### src/rtl/seg7_scan_driver_if.sv
`default_nettype none
//============================================================================
// Interface : seg7_scan_driver_if -- value/control inputs and display pins
// Revision  : 1.0
//============================================================================
interface seg7_scan_driver_if #(
  parameter int NUM_DIGITS = 4,
  parameter int VAL_W      = 14
);
  logic [VAL_W-1:0]      value;
  logic                  update;
  logic                  lz_en;
  logic [NUM_DIGITS-1:0] dp_mask;
  logic [3:0]            bright;
  logic                  blank;
  logic [NUM_DIGITS-1:0] dig;
  logic [7:0]            seg;
  logic                  busy;
  logic                  ovf;

  modport master (
    output value, update, lz_en, dp_mask, bright, blank,
    input  dig, seg, busy, ovf
  );

  modport slave (
    input  value, update, lz_en, dp_mask, bright, blank,
    output dig, seg, busy, ovf
  );
endinterface
`default_nettype wire

### src/rtl/seg7_scan_driver.sv
`default_nettype none
//============================================================================
// Module   : seg7_scan_driver -- binary to BCD (double dabble) and scanned
//            common-anode 7-segment display with blanking, dp, PWM, overflow
// Revision : 1.0
//============================================================================
module seg7_scan_driver #(
  parameter int NUM_DIGITS = 4,
  parameter int VAL_W      = 14,
  parameter int SCAN_LOG2  = 16
) (
  input  logic                clk,
  input  logic                reset,
  seg7_scan_driver_if.slave   bus
);

  localparam int BCD_W = 4 * NUM_DIGITS;
  localparam int IDX_W = (NUM_DIGITS > 1) ? $clog2(NUM_DIGITS) : 1;
  localparam int CNT_W = $clog2(VAL_W + 1);

  typedef enum logic [1:0] {
    ST_IDLE = 2'd0,
    ST_CONV = 2'd1,
    ST_LOAD = 2'd2
  } state_t;

  state_t             state;
  state_t             state_nxt;
  logic               do_capture;
  logic               do_step;
  logic               do_load;

  logic [VAL_W-1:0]   cap_val;
  logic [BCD_W-1:0]   bcd_sr;
  logic [BCD_W-1:0]   bcd_adj;
  logic [CNT_W-1:0]   bit_cnt;
  logic               bcd_lost;
  logic [BCD_W-1:0]   disp_bcd;
  logic               disp_ovf;
  logic               busy_reg;

  logic [SCAN_LOG2-1:0] scan_cnt;
  logic [IDX_W-1:0]     idx;
  logic [NUM_DIGITS-1:0] upper_zero;
  logic [3:0]           cur_nib;
  logic                 cur_dp;
  logic                 cur_lz;
  logic                 lit;
  logic [NUM_DIGITS-1:0] dig_nxt;
  logic [7:0]           seg_nxt;
  logic [NUM_DIGITS-1:0] dig_reg;
  logic [7:0]           seg_reg;

  function automatic logic [6:0] seg_decode(input logic [3:0] n);
    case (n)
      4'd0:    seg_decode = 7'h40;
      4'd1:    seg_decode = 7'h79;
      4'd2:    seg_decode = 7'h24;
      4'd3:    seg_decode = 7'h30;
      4'd4:    seg_decode = 7'h19;
      4'd5:    seg_decode = 7'h12;
      4'd6:    seg_decode = 7'h02;
      4'd7:    seg_decode = 7'h78;
      4'd8:    seg_decode = 7'h00;
      4'd9:    seg_decode = 7'h10;
      default: seg_decode = 7'h7F;
    endcase
  endfunction

  always_ff @(posedge clk or posedge reset) begin
    if (reset) state <= ST_IDLE;
    else       state <= state_nxt;
  end

  always_comb begin
    state_nxt  = state;
    do_capture = 1'b0;
    do_step    = 1'b0;
    do_load    = 1'b0;
    case (state)
      ST_IDLE: begin
        if (bus.update) begin
          do_capture = 1'b1;
          state_nxt  = ST_CONV;
        end
      end
      ST_CONV: begin
        do_step = 1'b1;
        if (bit_cnt == CNT_W'(VAL_W - 1)) state_nxt = ST_LOAD;
      end
      ST_LOAD: begin
        do_load   = 1'b1;
        state_nxt = ST_IDLE;
      end
      default: state_nxt = ST_IDLE;
    endcase
  end

  generate
    for (genvar i = 0; i < NUM_DIGITS; i++) begin : g_adj
      assign bcd_adj[4*i +: 4] = (bcd_sr[4*i +: 4] >= 4'd5) ? bcd_sr[4*i +: 4] + 4'd3
                                                             : bcd_sr[4*i +: 4];
    end
  endgenerate

  // A bit carried out of the top nibble means the value needs more digits
  // than we have, which is exactly the overflow condition.
  always_ff @(posedge clk or posedge reset) begin
    if (reset) begin
      cap_val  <= '0;
      bcd_sr   <= '0;
      bit_cnt  <= '0;
      bcd_lost <= 1'b0;
      disp_bcd <= '0;
      disp_ovf <= 1'b0;
      busy_reg <= 1'b0;
    end else begin
      if (do_capture) begin
        cap_val  <= bus.value;
        bcd_sr   <= '0;
        bit_cnt  <= '0;
        bcd_lost <= 1'b0;
        busy_reg <= 1'b1;
      end
      if (do_step) begin
        cap_val  <= cap_val << 1;
        bcd_sr   <= {bcd_adj[BCD_W-2:0], cap_val[VAL_W-1]};
        bcd_lost <= bcd_lost | bcd_adj[BCD_W-1];
        bit_cnt  <= bit_cnt + CNT_W'(1);
      end
      if (do_load) begin
        disp_bcd <= bcd_sr;
        disp_ovf <= bcd_lost;
        busy_reg <= 1'b0;
      end
    end
  end

  always_ff @(posedge clk or posedge reset) begin
    if (reset) begin
      scan_cnt <= '0;
      idx      <= '0;
    end else begin
      scan_cnt <= scan_cnt + SCAN_LOG2'(1);
      if (scan_cnt == '1)
        idx <= (idx == IDX_W'(NUM_DIGITS - 1)) ? '0 : idx + IDX_W'(1);
    end
  end

  generate
    for (genvar i = 0; i < NUM_DIGITS; i++) begin : g_lz
      assign upper_zero[i] = (disp_bcd[BCD_W-1:4*i] == '0);
    end
  endgenerate

  always_comb begin
    cur_nib = 4'd0;
    cur_dp  = 1'b0;
    cur_lz  = 1'b0;
    for (int i = 0; i < NUM_DIGITS; i++) begin
      if (idx == IDX_W'(i)) begin
        cur_nib = disp_bcd[4*i +: 4];
        cur_dp  = bus.dp_mask[i];
        cur_lz  = upper_zero[i] && (i != 0);
      end
    end
  end

  always_comb begin
    lit     = !bus.blank && (scan_cnt[SCAN_LOG2-1 -: 4] <= bus.bright);
    dig_nxt = lit ? ~(NUM_DIGITS'(1) << idx) : '1;
    if (disp_ovf)
      seg_nxt = 8'hBF;
    else if (bus.lz_en && cur_lz)
      seg_nxt = {~cur_dp, 7'h7F};
    else
      seg_nxt = {~cur_dp, seg_decode(cur_nib)};
  end

  always_ff @(posedge clk or posedge reset) begin
    if (reset) begin
      dig_reg <= '1;
      seg_reg <= 8'hFF;
    end else begin
      dig_reg <= dig_nxt;
      seg_reg <= seg_nxt;
    end
  end

  assign bus.dig  = dig_reg;
  assign bus.seg  = seg_reg;
  assign bus.busy = busy_reg;
  assign bus.ovf  = disp_ovf;

endmodule
`default_nettype wire

### src/flat_wrapper.sv
// flat-port wrapper written by rule: the top's interface ports become plain ports
module seg7_scan_driver_flat 
#(
  parameter int NUM_DIGITS = 4,
  parameter int VAL_W      = 14,
  parameter int SCAN_LOG2  = 16
)
  (clk, reset, bus_value, bus_update, bus_lz_en, bus_dp_mask, bus_bright, bus_blank, bus_dig, bus_seg, bus_busy, bus_ovf);
  seg7_scan_driver_if #(.NUM_DIGITS(NUM_DIGITS), .VAL_W(VAL_W)) bus_i ();
  input  logic clk;
  input  logic reset;
  input wire logic [$bits(bus_i.value)-1:0] bus_value;
  input wire logic [$bits(bus_i.update)-1:0] bus_update;
  input wire logic [$bits(bus_i.lz_en)-1:0] bus_lz_en;
  input wire logic [$bits(bus_i.dp_mask)-1:0] bus_dp_mask;
  input wire logic [$bits(bus_i.bright)-1:0] bus_bright;
  input wire logic [$bits(bus_i.blank)-1:0] bus_blank;
  output wire logic [$bits(bus_i.dig)-1:0] bus_dig;
  output wire logic [$bits(bus_i.seg)-1:0] bus_seg;
  output wire logic [$bits(bus_i.busy)-1:0] bus_busy;
  output wire logic [$bits(bus_i.ovf)-1:0] bus_ovf;
  assign bus_i.value = bus_value;
  assign bus_i.update = bus_update;
  assign bus_i.lz_en = bus_lz_en;
  assign bus_i.dp_mask = bus_dp_mask;
  assign bus_i.bright = bus_bright;
  assign bus_i.blank = bus_blank;
  assign bus_dig = bus_i.dig;
  assign bus_seg = bus_i.seg;
  assign bus_busy = bus_i.busy;
  assign bus_ovf = bus_i.ovf;
  seg7_scan_driver #(.NUM_DIGITS(NUM_DIGITS), .VAL_W(VAL_W), .SCAN_LOG2(SCAN_LOG2)) u_core (.clk(clk), .reset(reset), .bus(bus_i));
endmodule
### config.mk
export PLATFORM = sky130hd
export DESIGN_NAME = seg7_scan_driver_flat
export DESIGN_NICKNAME = d
export VERILOG_FILES = /design/src/rtl/seg7_scan_driver_if.sv /design/src/rtl/seg7_scan_driver.sv /design/src/flat_wrapper.sv
export SDC_FILE = /design/constraint.sdc
export NUM_CORES = 1
export LEC_CHECK = 0
export ABC_AREA = 1
export CORE_ASPECT_RATIO = 1.2
export CORE_UTILIZATION = 60
export CTS_BUF_LIST = sky130_fd_sc_hd__clkbuf_4 sky130_fd_sc_hd__clkbuf_8
export DETAILED_ROUTE_END_ITERATION = 6
export PLACE_DENSITY_LB_ADDON = 0.3
export SETUP_SLACK_MARGIN = 0.4
export SLEW_MARGIN = 15
export SYNTH_ARGS = -nofsm -noshare
export SYNTH_HDL_FRONTEND = slang
export SYNTH_SLANG_ARGS = --single-unit
export TNS_END_PERCENT = 10
### constraint.sdc
create_clock -name clk -period 4.4 [get_ports clk]
set_input_delay 0.88 -clock clk [delete_from_list [all_inputs] [get_ports clk]]
set_output_delay 0.88 -clock clk [all_outputs]
set_load 0.03 [all_outputs]
After elaboration in Yosys (flattened, before gate mapping) --
Memories as Yosys holds them, arrays and structs flattened. Index checks and enable logic that the tools add are counted.
Word-level totals: bits of input ports 27, ROM bits 112, flip-flop bits (word level) 85, memories 1, word-level logic and storage cells 85, RAM bits 0, bits in latches 0, output and inout port bits 14
Memory list:
- (name not given) | words 16, width 7, read ports 1, clocked after Yosys merged registers in 0, write ports 0, line seg7_scan_driver.sv:55 | case (n)
Cells by class: bitwise operators 3, muxes and demuxes 36, $add $sub $neg 7, shift operators 1, div/mod/pow operators 0, $lt $le $gt $ge 5, equality and inequality tests 9, multipliers 0, reduce and logical (&&, ||, !) cells 11
Operators by type and width (number):
- $mux W4 | 11
- $mux W16 | 2
- $mux W14 | 2
- $add A16 B1 Y16 const B | 1
- $add A4 B2 Y4 const B | 4
- $eq A16 B16 Y1 const B | 1
- $ge A4 B3 Y1 const B | 4
- $mux W1 | 15
- $logic_not A12 Y1 | 1
- $logic_not A8 Y1 | 1
- $mux W8 | 1
- $mux W7 | 1
- $eq A2 B2 Y1 const B | 3
- $mux W2 | 3
- $add A4 B1 Y4 const B | 1
- $eq A2 B1 Y1 const B | 2
- $eq A4 B4 Y1 const B | 1
- $le A4 B4 Y1 | 1
- $logic_not A2 Y1 | 2
- $logic_not A4 Y1 | 1
- $not A4 Y4 | 1
- $pmux W2 S2 | 1
- $reduce_bool A2 Y1 | 2
- $shl A1 B2 Y4 const A | 1
- 8 further kinds | 9

Logic depth before layout (Yosys ltp) --
Gate-level depths: netlist of run 1. An unclocked memory read counts as a cell.
word-level depth 8, mapped depth 13, gate-level depth less buffers 12

Least setup slack after synthesis of run 1 --
No wires, ideal clock.
path type register to register, start point register u_core.idx[0], end point register u_core.seg_reg[3], in the netlist u_core.bus.seg[3], required time 4340 ps, arrival 1827 ps, period minus slack after synthesis 1887 ps, setup time 60 ps, path slack 2513 ps, buffers on the path 1, cell stages (with the launch flop) 14, cells stage by stage dfrtp_1 inv_1 ha_1 buf_6 inv_4 nor2_2 nor2_1 nand2_1 nand2_1 ha_1 or2_1 nand2_1 nand2_1 nand2_1
Between the ends: word-level cells in the longest chain between the ends 8, elaborated cells between the ends (all ways) 15, classes of those cells eq/ne (3); mux (9); reduce/logical (2); memory (1)
RTL lines:
- start: declaration | line seg7_scan_driver.sv:43 | logic [IDX_W-1:0] idx;
- start signal: assignment | line seg7_scan_driver.sv:146 | idx <= (idx == IDX_W'(NUM_DIGITS - 1)) ? '0 : idx + IDX_W'(1);
- $logic_not A2 Y1 | line seg7_scan_driver.sv:161 | if (idx == IDX_W'(i)) begin
- $mux W4 (4 in a row) | line seg7_scan_driver.sv:161
- $mem_v2 Z16 W7
- $mux W7 (*) | line seg7_scan_driver.sv:174 | else if (bus.lz_en && cur_lz)
- $mux W8 (*) | line seg7_scan_driver.sv:172 | if (disp_ovf)
- via u_core.seg_nxt[3] | line seg7_scan_driver.sv:50 | logic [7:0] seg_nxt;
- end signal: assignment | line seg7_scan_driver.sv:186 | seg_reg <= seg_nxt;
- end: declaration | line seg7_scan_driver.sv:52 | logic [7:0] seg_reg;
The timed path passes the listed nets; every way through them passes the cells marked *. A chain may end at the register's enable or synchronous reset.

Worst setup path in the final report of run 1 --
start point register u_core.dig_reg[2], in the netlist u_core.bus.dig[2], end point output port bus_dig[2]
RTL lines:
- start: declaration | line seg7_scan_driver.sv:51 | logic [NUM_DIGITS-1:0] dig_reg;
- start signal: assignment | line seg7_scan_driver.sv:185 | dig_reg <= dig_nxt;
- end: declaration | line flat_wrapper.sv:18 | output wire logic [$bits(bus_i.dig)-1:0] bus_dig;
No word-level cell between the ends.

==> results.py, run 1 <==
metrics = {
    "synthesis": {
        "postSynthNetCount": 521,
        "ys.warnings.count": 0,
        "synth_cells": 474,
        "netlist-cell-type-count": 37,
        "synth-seq-cells": 85,
        "yosysSeqAreaShare_pct": 50.76,
        "synth_area_um2": 4220,
        "syn-mean-instance-area_um2": 8.904,
    },
    "critical_path": {
        "cpPeakStageDelay_ps": 660,
        "arrival_ps": 1540,
        "endpoint_kind": "output pin",
        "start_kind": "flop",
        "cp_top_family": "buffers and inverters",
        "cp_max_fo": 1,
        "cpMaxStageDelayCell": "clkdlybuf4s50_1",
        "required_ps": 3520,
        "reg2regPathDepth": 11,
        "crit_chain": "clkdlybuf4s50_1",
        "path_depth": 1,
        "crit_buf_inv": 1,
        "crit_type": "flop to output pin",
    },
    "floorplan": {
        "dieArea_um2": 7374,
        "pin_count": 41,
        "coreArea_um2": 6813,
        "initial_core_util_pct": 61.95,
        "row_count": 33,
        "fp.dieH_um": 93.87,
        "die_w_um": 78.56,
    },
    "final_layout": {
        "multi_input_area_um2": 1808,
        "nFillCells": 532,
        "largestRegisters": "u_core.bcd_sr (16), u_core.disp_bcd (16), u_core.scan_cnt (16)",
        "fin_nets": 562,
        "diodes": 0,
        "seq_area_um2": 2142,
        "drive_gt1_share_pct": 11.35,
        "final_common_cell": "nand2_1",
        "layout_common_cells": "122 x nand2_1, 73 x dfrtp_1, 49 x o21ai_0",
        "area.growth.synth_to_final_pct": 15.39,
        "fin_area_um2": 4870,
    },
    "sta": {
        "fmax_ghz": 0.4134,
        "rsz0062_at_grt": "false",
        "relSlewSlack_pct": 37.20,
        "maxSlewViolCount": 0,
        "setup_violations": 0,
        "finalHoldViolCount": 0,
        "whs_ps": 468.1,
        "fin_setup_tns_ps": 0,
        "fin_ws_ps": 1981,
        "clock_skew_ps": 10.90,
        "fin_crit_ps": 2419,
        "period_share_pct": 54.98,
        "worst_pin_slew_ps": 939.7,
    },
    "clocking": {
        "post_cts_buffers": 0,
        "clock-sinks": 85,
        "cts-root-buf": "clkbuf_8",
        "cts_tree": "done",
        "insertion_delay_ps": 350,
        "cts_max_path_buffers": 2,
        "numCtsBuffers": 9,
        "cts_hold_buf": 0,
        "htree_levels": 3,
        "ctsResizeCount": 0,
        "clk_pin_slew_ps": 80,
    },
    "routing": {
        "dr_total_vias": 3257,
        "drt-initial-drc-count": 174,
        "drt-total-wl_mm": 7.672,
        "drc": 0,
        "drt-wirelength-per-cell_um": 12.64,
        "via_per_inst": 5.366,
        "drt-pass1-iter-count": 4,
        "ant_nets": 0,
    },
    "pwr": {
        "clkPwrFrac_pct": 19.8,
        "leakage_nw": 2.386,
        "p_seq_share_pct": 43.0,
        "p_int_mw": 1.696,
        "combinationalPowerShare_pct": 37.3,
        "powerDensity_nw_per_um2": 564.8,
        "switching_share_pct": 38.35,
        "p_sw_mw": 1.055,
        "vdd_drop_max_uv": 418.8,
    },
    "placed_design": {
        "port_buffers": 40,
        "placement.cell_area_um2": 4676,
        "place_hpwl_mm": 5.493,
        "post-place-ws_ps": 1968,
        "gp_congestion": 0.9093,
    },
    "worst_hold_path": {
        "holdPathStages": 1,
        "hold_class": "flop to flop",
    },
    "run": {
        "maxCapViolCount": 0,
    },
    "grt": {
        "grt_pass1_vias": 3221,
        "grt_overflow_total": 0,
        "grt.total_usage_pct": 23.56,
        "grt_pass1_wl_mm": 13.58,
        "grt_max_degree": 36,
        "antenna_found_initial": 0,
    },
    "status": {
        "run_status": "finished, final reports clean",
    },
}
## synth_stat cells (all sizes together)
master	n	share of area (%)
nand2	130	12
dfrtp	73	43
inv	52	4.7
o21ai	50	6.0
nand3	36	4.3
nor2	26	3.6
a21oi	24	3.2
ha	20	5.9
xor2	14	2.9
dfstp	12	7.5
buf	8	1.3
o22ai	6	0.89
clkbuf	4	0.36
nand4	4	0.59
xnor2	4	0.83
nor3b	2	0.62
nor4	2	0.44
a22o	1	0.21
a32o	1	0.24
mux2i	1	0.24
nor3	1	0.24
o211ai	1	0.18
o31ai	1	0.18
or2	1	0.15
## power groups by stage
stage / sequential [mW] / combinational (mW) / clock (mW)
5_1_grt: 1.21 / 1.19 / 0.582
2_1_floorplan: 1.20 / 0.743 / 0
3_3_place_gp: 1.18 / 0.968 / 0
6_report: 1.18 / 1.02 / 0.544
3_5_place_dp: 1.19 / 1.02 / 0
4_1_cts: 1.18 / 1.03 / 0.557
## metrics by stage
stage / util (%) / cells / power (mW)
floorplan: - / 474 / 1.942
global placement: 68.63 / 591 / 2.147
detailed placement: 68.63 / 591 / 2.210
CTS: 71.48 / 607 / 2.763
global route: 71.48 / 607 / 2.981
finish: 71.48 / 607 / 2.750
## kinds of logic after synthesis
family	synth area share [%]
mux	0.2372
flops	50.76
buf+inv	6.404
compound gates	10.91
fa+ha+maj	5.929
xor+xnor	3.736
simple gates	22.03
## final cells by class
| type | instances | share of cell area, % |
|---|---|---|
| Sequential cell | 85 | 43.99 |
| Multi-Input combinational cell | 325 | 37.13 |
| Timing Repair Buffer | 42 | 8.530 |
| Inverter | 52 | 4.137 |
| Clock buffer | 13 | 3.160 |
| Tap cell | 87 | 2.235 |
| Clock inverter | 3 | 0.8222 |
## routing by layer
| layer | vias up | GRT usage (%) | part of all wire [%] |
|---|---|---|---|
| met3 | 11 | 3.786 | 3.7 |
| met4 | 0 | 10.49 | 1.6 |
| met1 | 1552 | 27.40 | 44 |
| met5 | - | 0 | 0 |
| met2 | 73 | 42.39 | 51 |
| li1 | 1621 | - | - |
## final timing paths
path | start | end | slack (ps)
worst max register to register | u_core.idx[1] | u_core.bus.seg[3] | 2220
max in group asynchronous | reset | u_core.bus.seg[0] | 2720
worst min-delay path | u_core.scan_cnt[0] | u_core.scan_cnt[0] | 470
min in group asynchronous | reset | u_core.scan_cnt[5] | 880
worst max-delay path | u_core.bus.dig[2] | bus_dig[2] | 1980
worst min register to register | u_core.scan_cnt[0] | u_core.scan_cnt[0] | 470
Power figures use the tool's default switching activity.
==> inputs of run 2 (changes only) <==
--- a/config.mk
+++ b/config.mk
@@ -7,7 +7,7 @@
 export LEC_CHECK = 0
 export ABC_AREA = 1
 export CORE_ASPECT_RATIO = 1.2
-export CORE_UTILIZATION = 60
+export CORE_UTILIZATION = 59
 export CTS_BUF_LIST = sky130_fd_sc_hd__clkbuf_4 sky130_fd_sc_hd__clkbuf_8
 export DETAILED_ROUTE_END_ITERATION = 6
 export PLACE_DENSITY_LB_ADDON = 0.3
==> constraint.sdc (replaced) <==
create_clock -name clk -period 2.25 [get_ports clk]
set_input_delay 0.45 -clock clk [delete_from_list [all_inputs] [get_ports clk]]
set_output_delay 0.45 -clock clk [all_outputs]
set_load 0.03 [all_outputs]
==> run 2 against run 1 <==
Highest routed layer unchanged. Largest power group unchanged. Die area grew 1.7%. Utilization grew 0.96 points. Combinational power grew 100%. Wire length grew 5.4%. Global-route usage shrank 0.19 points. Critical path type unchanged. Hold slack lost 12 ps. Critical endpoint is now bus_dig[1].
==> results.py, run 2 (same netlist as run 1, synthesis figures left out) <==
metrics = {
    "final_layout": {
        "largestRegisters": "u_core.bcd_sr (16), u_core.disp_bcd (16), u_core.scan_cnt (16)",
        "seq_area_um2": 2143,
        "drive_gt1_share_pct": 14.29,
        "nFillCells": 501,
        "area.growth.synth_to_final_pct": 18.35,
        "stdcell_count": 612,
        "final_common_cell": "nand2_1",
        "multi_input_area_um2": 1862,
        "fin_nets": 567,
        "diodes": 0,
        "layout_common_cells": "121 x nand2_1, 72 x dfrtp_1, 49 x o21ai_0",
    },
    "clocking": {
        "clock-sinks": 85,
        "clk_pin_slew_ps": 90,
        "numCtsBuffers": 9,
        "cts_max_path_buffers": 2,
        "cts-root-buf": "clkbuf_8",
        "cts_tree": "done",
        "cts_hold_buf": 0,
        "insertion_delay_ps": 360,
        "htree_levels": 3,
    },
    "pwr": {
        "vdd_drop_max_uv": 815.9,
        "leakage_nw": 2.412,
        "total_power_mw": 5.507,
        "powerDensity_nw_per_um2": 1102,
    },
    "status": {
        "run_status": "finished, final reports clean",
    },
    "sta": {
        "worst_pin_slew_ps": 452.8,
        "fin_crit_ps": 1983,
        "period_share_pct": 88.11,
        "fin_setup_tns_ps": 0,
        "maxSlewViolCount": 0,
        "finalHoldViolCount": 0,
        "relSlewSlack_pct": 69.78,
        "fmax_ghz": 0.5044,
        "clock_skew_ps": 14.76,
        "rsz0062_at_grt": "true",
        "setup_violations": 0,
    },
    "critical_path": {
        "cpMaxStageDelayCell": "clkdlybuf4s50_1",
        "r2r-start": "u_core.idx[1]",
        "crit_chain": "clkdlybuf4s50_1",
        "endpoint_kind": "output pin",
        "crit_type": "flop to output pin",
        "arrival_ps": 1530,
        "crit_buf_inv": 1,
        "start_kind": "flop",
        "cp_max_fo": 1,
        "startpoint": "u_core.bus.dig[1]",
        "cpPeakStageDelay_ps": 660,
        "cp_top_family": "buffers and inverters",
        "required_ps": 1800,
    },
    "placed_design": {
        "port_buffers": 40,
        "gp_congestion": 0.8629,
        "place_hpwl_mm": 5.499,
        "numPlacedInstances": 594,
    },
    "floorplan": {
        "dieArea_um2": 7496,
        "row_count": 33,
        "initial_core_util_pct": 61.20,
        "pin_count": 41,
        "die_w_um": 79.21,
        "fp.dieH_um": 94.65,
        "coreArea_um2": 6895,
    },
    "routing": {
        "drt-total-wl_mm": 8.084,
        "drt-pass1-iter-count": 4,
        "ant_nets": 0,
        "dr_total_vias": 3313,
        "drc": 0,
        "drt-wirelength-per-cell_um": 13.21,
        "via_per_inst": 5.413,
        "drt-initial-drc-count": 131,
    },
    "grt": {
        "grt_pass1_wl_mm": 13.66,
        "grt_overflow_total": 0,
        "grt_pass1_vias": 3255,
        "grt_max_degree": 86,
        "grt.total_usage_pct": 23.37,
        "antenna_found_initial": 0,
    },
    "worst_hold_path": {
        "hp-start": "u_core.scan_cnt[0]",
        "hold_class": "flop to flop",
    },
    "run": {
        "maxCapViolCount": 0,
    },
}
[run 2: cell types whose count changed in the layout (fill, tap and decap cells not counted), sizes merged]
cell	previous run	this run
clkinv	3	2
clkinvlp	0	3
clkdlybuf4s50	40	38
dlygate4sd2	0	1
buf	2	7
dlymetal6s2s	0	1
clkbuf	13	11
[run 2: per-stage QoR]
stage | cell area [um^2] | hold slack [ps] | utilization (%) | setup WS, ps
2_1_floorplan | 4224 | 421.4 | - | 363.1
6_report | 4995 | 456.4 | 72.44 | 267.5
4_1_cts | 4933 | 461.5 | 71.55 | 244.9
5_1_grt | 4995 | 474.6 | 72.44 | 176.0
3_5_place_dp | 4713 | 450.9 | 68.35 | 155.2
3_3_place_gp | 4713 | 435.7 | 68.35 | 250.3
[run 2: metal layers]
metal	vias up	routed length [um]	global-route usage (%)
li1	1628	-	-
met1	1589	3549	26.84
met2	78	4099	42.10
met3	18	261	3.092
met4	0	174	12.42
met5	-	0	0
[run 2: path summary, 6_finish.rpt]
kind | depth (start not counted) | slack (ps) | endpoint
hold reg to reg | 1 | 460 | u_core.scan_cnt[0]
max in group asynchronous | 3 | 1330 | u_core.bus.seg[3]
setup / recovery | 1 | 270 | bus_dig[1]
min in group asynchronous | 3 | 540 | u_core.scan_cnt[2]
setup reg to reg | 12 | 270 | u_core.bus.seg[3]
hold / removal | 1 | 460 | u_core.scan_cnt[0]
[run 2: area by class of cell]
class                   instances  share of cell area [%]
repair buffers                 47                   9.344
inverters                      52                   4.083
multi-input cells             325                   37.27
clock inverters                 5                   1.177
flip-flops and latches         85                   42.91
clock buffers                  11                   3.031
well taps                      87                   2.179
[run 2: what timing repair did]
action                                  CTS  global route
endpoints found under the hold margin     0             0
gates resized for setup                   5            11
buffers inserted                          0             2
endpoints found under the setup margin   17            19
pin swaps                                 0             3
[run 2: power by group]
part           leakage, nW  total (mW)  internal [mW]  switching, mW
Sequential            1.02        2.31           2.00          0.307
Clock                0.102        1.12          0.573          0.545
Combinational         1.29        2.08          0.783           1.29
Total                 2.41        5.51           3.36           2.15
==> inputs of run 3 (changes only) <==
--- a/config.mk
+++ b/config.mk
@@ -7,7 +7,7 @@
 export LEC_CHECK = 0
 export ABC_AREA = 1
 export CORE_ASPECT_RATIO = 1.2
-export CORE_UTILIZATION = 59
+export CORE_UTILIZATION = 35
 export CTS_BUF_LIST = sky130_fd_sc_hd__clkbuf_4 sky130_fd_sc_hd__clkbuf_8
 export DETAILED_ROUTE_END_ITERATION = 6
 export PLACE_DENSITY_LB_ADDON = 0.3
==> run 3 against run 2 <==
Register-to-register slack gained 80 ps. First-iteration DRC count is 47% higher. Combinational power down 2%. Critical path depth unchanged. Global-route usage is 9.5 points lower. Hold slack improved by 20 ps. Die area up 67%. Count of clock-buffer cells in the layout increased by 1. Largest cell class unchanged. Flip-flop and latch count did not move. Highest routed layer unchanged. Worst setup slack gained 3.5 ps. Sequential share of layout area down 0.81 points. Fmax increased by 0.18%.
==> results.py, run 3 (same netlist as run 1, synthesis figures left out) <==
metrics = {
    "status": {
        "run_status": "finished, final reports clean",
    },
    "placed_design": {
        "gp_congestion": 0.8577,
        "port_buffers": 40,
        "place_hpwl_mm": 5.655,
        "numPlacedInstances": 665,
    },
    "grt": {
        "grt.total_usage_pct": 13.89,
        "grt_pass1_wl_mm": 13.80,
        "antenna_found_initial": 0,
        "grt_max_degree": 59,
        "grt_overflow_total": 0,
        "grt_pass1_vias": 3172,
    },
    "routing": {
        "drt-wirelength-per-cell_um": 11.55,
        "drt-initial-drc-count": 193,
        "drc": 0,
        "dr_total_vias": 3248,
        "drt-total-wl_mm": 7.879,
        "drt-pass1-iter-count": 5,
        "ant_nets": 0,
        "via_per_inst": 4.762,
    },
    "floorplan": {
        "fp.dieH_um": 122.3,
        "row_count": 43,
        "dieArea_um2": 12500,
        "coreArea_um2": 11670,
        "pin_count": 41,
        "die_w_um": 102.2,
        "initial_core_util_pct": 36.15,
    },
    "sta": {
        "fin_crit_ps": 1979,
        "finalHoldViolCount": 0,
        "fmax_ghz": 0.5053,
        "maxSlewViolCount": 0,
        "fin_setup_tns_ps": 0,
        "setup_violations": 0,
        "clock_skew_ps": 16.29,
        "worst_pin_slew_ps": 403.7,
        "relSlewSlack_pct": 73.06,
        "period_share_pct": 87.95,
        "rsz0062_at_grt": "true",
    },
    "clocking": {
        "cts_tree": "done",
        "htree_levels": 3,
        "insertion_delay_ps": 350,
        "clk_pin_slew_ps": 90,
        "numCtsBuffers": 9,
        "cts-root-buf": "clkbuf_8",
        "clock-sinks": 85,
        "cts_max_path_buffers": 2,
    },
    "final_layout": {
        "diodes": 0,
        "fin_nets": 567,
        "fin_util_pct": 43.61,
        "largestRegisters": "u_core.bcd_sr (16), u_core.disp_bcd (16), u_core.scan_cnt (16)",
        "layout_common_cells": "122 x nand2_1, 72 x dfrtp_1, 49 x o21ai_0",
        "drive_gt1_share_pct": 13.90,
        "final_common_cell": "nand2_1",
        "area.growth.synth_to_final_pct": 20.63,
        "stdcell_count": 682,
    },
    "pwr": {
        "total_power_mw": 5.555,
        "p_sw_mw": 2.089,
        "powerDensity_nw_per_um2": 1091,
        "vdd_drop_max_uv": 503.7,
        "leakage_nw": 2.430,
        "p_seq_share_pct": 41.4,
        "switching_share_pct": 37.60,
        "clkPwrFrac_pct": 21.9,
        "p_int_mw": 3.466,
        "combinationalPowerShare_pct": 36.6,
    },
    "critical_path": {
        "crit_chain": "clkdlybuf4s50_1",
        "r2r-start": "u_core.idx[0]",
        "crit_buf_inv": 1,
        "arrival_ps": 1530,
        "cpPeakStageDelay_ps": 660,
        "endpoint_kind": "output pin",
        "startpoint": "u_core.bus.seg[5]",
        "cpMaxStageDelayCell": "clkdlybuf4s50_1",
        "start_kind": "flop",
        "cp_max_fo": 1,
        "required_ps": 1800,
        "crit_type": "flop to output pin",
        "cp_top_family": "buffers and inverters",
    },
    "worst_hold_path": {
        "hold_class": "flop to flop",
        "hp-start": "u_core.scan_cnt[0]",
    },
    "run": {
        "maxCapViolCount": 0,
    },
}
[run 3: cell types whose count changed in the layout (fill, tap and decap cells not counted), sizes merged]
cell | before | now
clkinvlp | 3 | 1
bufinv | 1 | 2
clkbuf | 11 | 12
[run 3: per-layer routing]
metal | share of wire (%) | GRT usage, % | vias up | wire [um]
met5 | 0 | 0 | - | 0
met4 | 1.5 | 4.821 | 0 | 116
met3 | 3.6 | 3.189 | 10 | 283
met2 | 47 | 23.03 | 66 | 3702
met1 | 48 | 17.72 | 1541 | 3776
li1 | - | - | 1631 | -
[run 3: timing repair]
action / 4_1_cts / 5_1_grt
cloned: 0 / 0
gates resized for setup: 4 / 10
setup endpoints to repair: 19 / 20
setup buffers: 0 / 1
hold buffers: 0 / 0
pin swaps: 0 / 1
[run 3: cell type report]
cell class / count / area, um^2
Multi-Input combinational cell: 325 / 1854
Clock buffer: 12 / 152.6
Inverter: 52 / 203.9
Tap cell: 157 / 196.4
Sequential cell: 85 / 2143
Clock inverter: 4 / 73.82
Timing Repair Buffer: 47 / 466.7
Fill cell: 1184 / 6584
[run 3: final timing paths]
| path | endpoint | slack, ps | cells after the start |
|---|---|---|---|
| worst max-delay path | bus_seg[5] | 270 | 1 |
| worst min-delay path | u_core.scan_cnt[0] | 480 | 1 |
| worst max register to register | u_core.bus.seg[3] | 350 | 12 |
| worst min register to register | u_core.scan_cnt[0] | 480 | 1 |
| max in group asynchronous | u_core.bus.seg[2] | 1370 | 3 |
| min in group asynchronous | u_core.bcd_sr[7] | 530 | 3 |
[run 3: power by group through the flow]
stage,Clock (mW),Combinational (mW),Sequential (mW)
finish,1.22,2.03,2.30
global route,1.31,2.37,2.36
CTS,1.25,2.05,2.30
detailed placement,0,2.04,2.32
global placement,0,1.98,2.31
floorplan,0,1.45,2.34
[run 3: metrics by stage]
| stage | setup WS [ps] | hold slack, ps | area [um^2] |
|---|---|---|---|
| after global routing | 207.7 | 497.5 | 5091 |
| final | 271.0 | 476.9 | 5091 |
| after CTS | 243.7 | 481.2 | 5041 |
| after detailed placement | 170.4 | 469.1 | 4808 |
| after floorplan | 363.1 | 421.4 | 4224 |
| after global placement | 246.9 | 436.3 | 4808 |
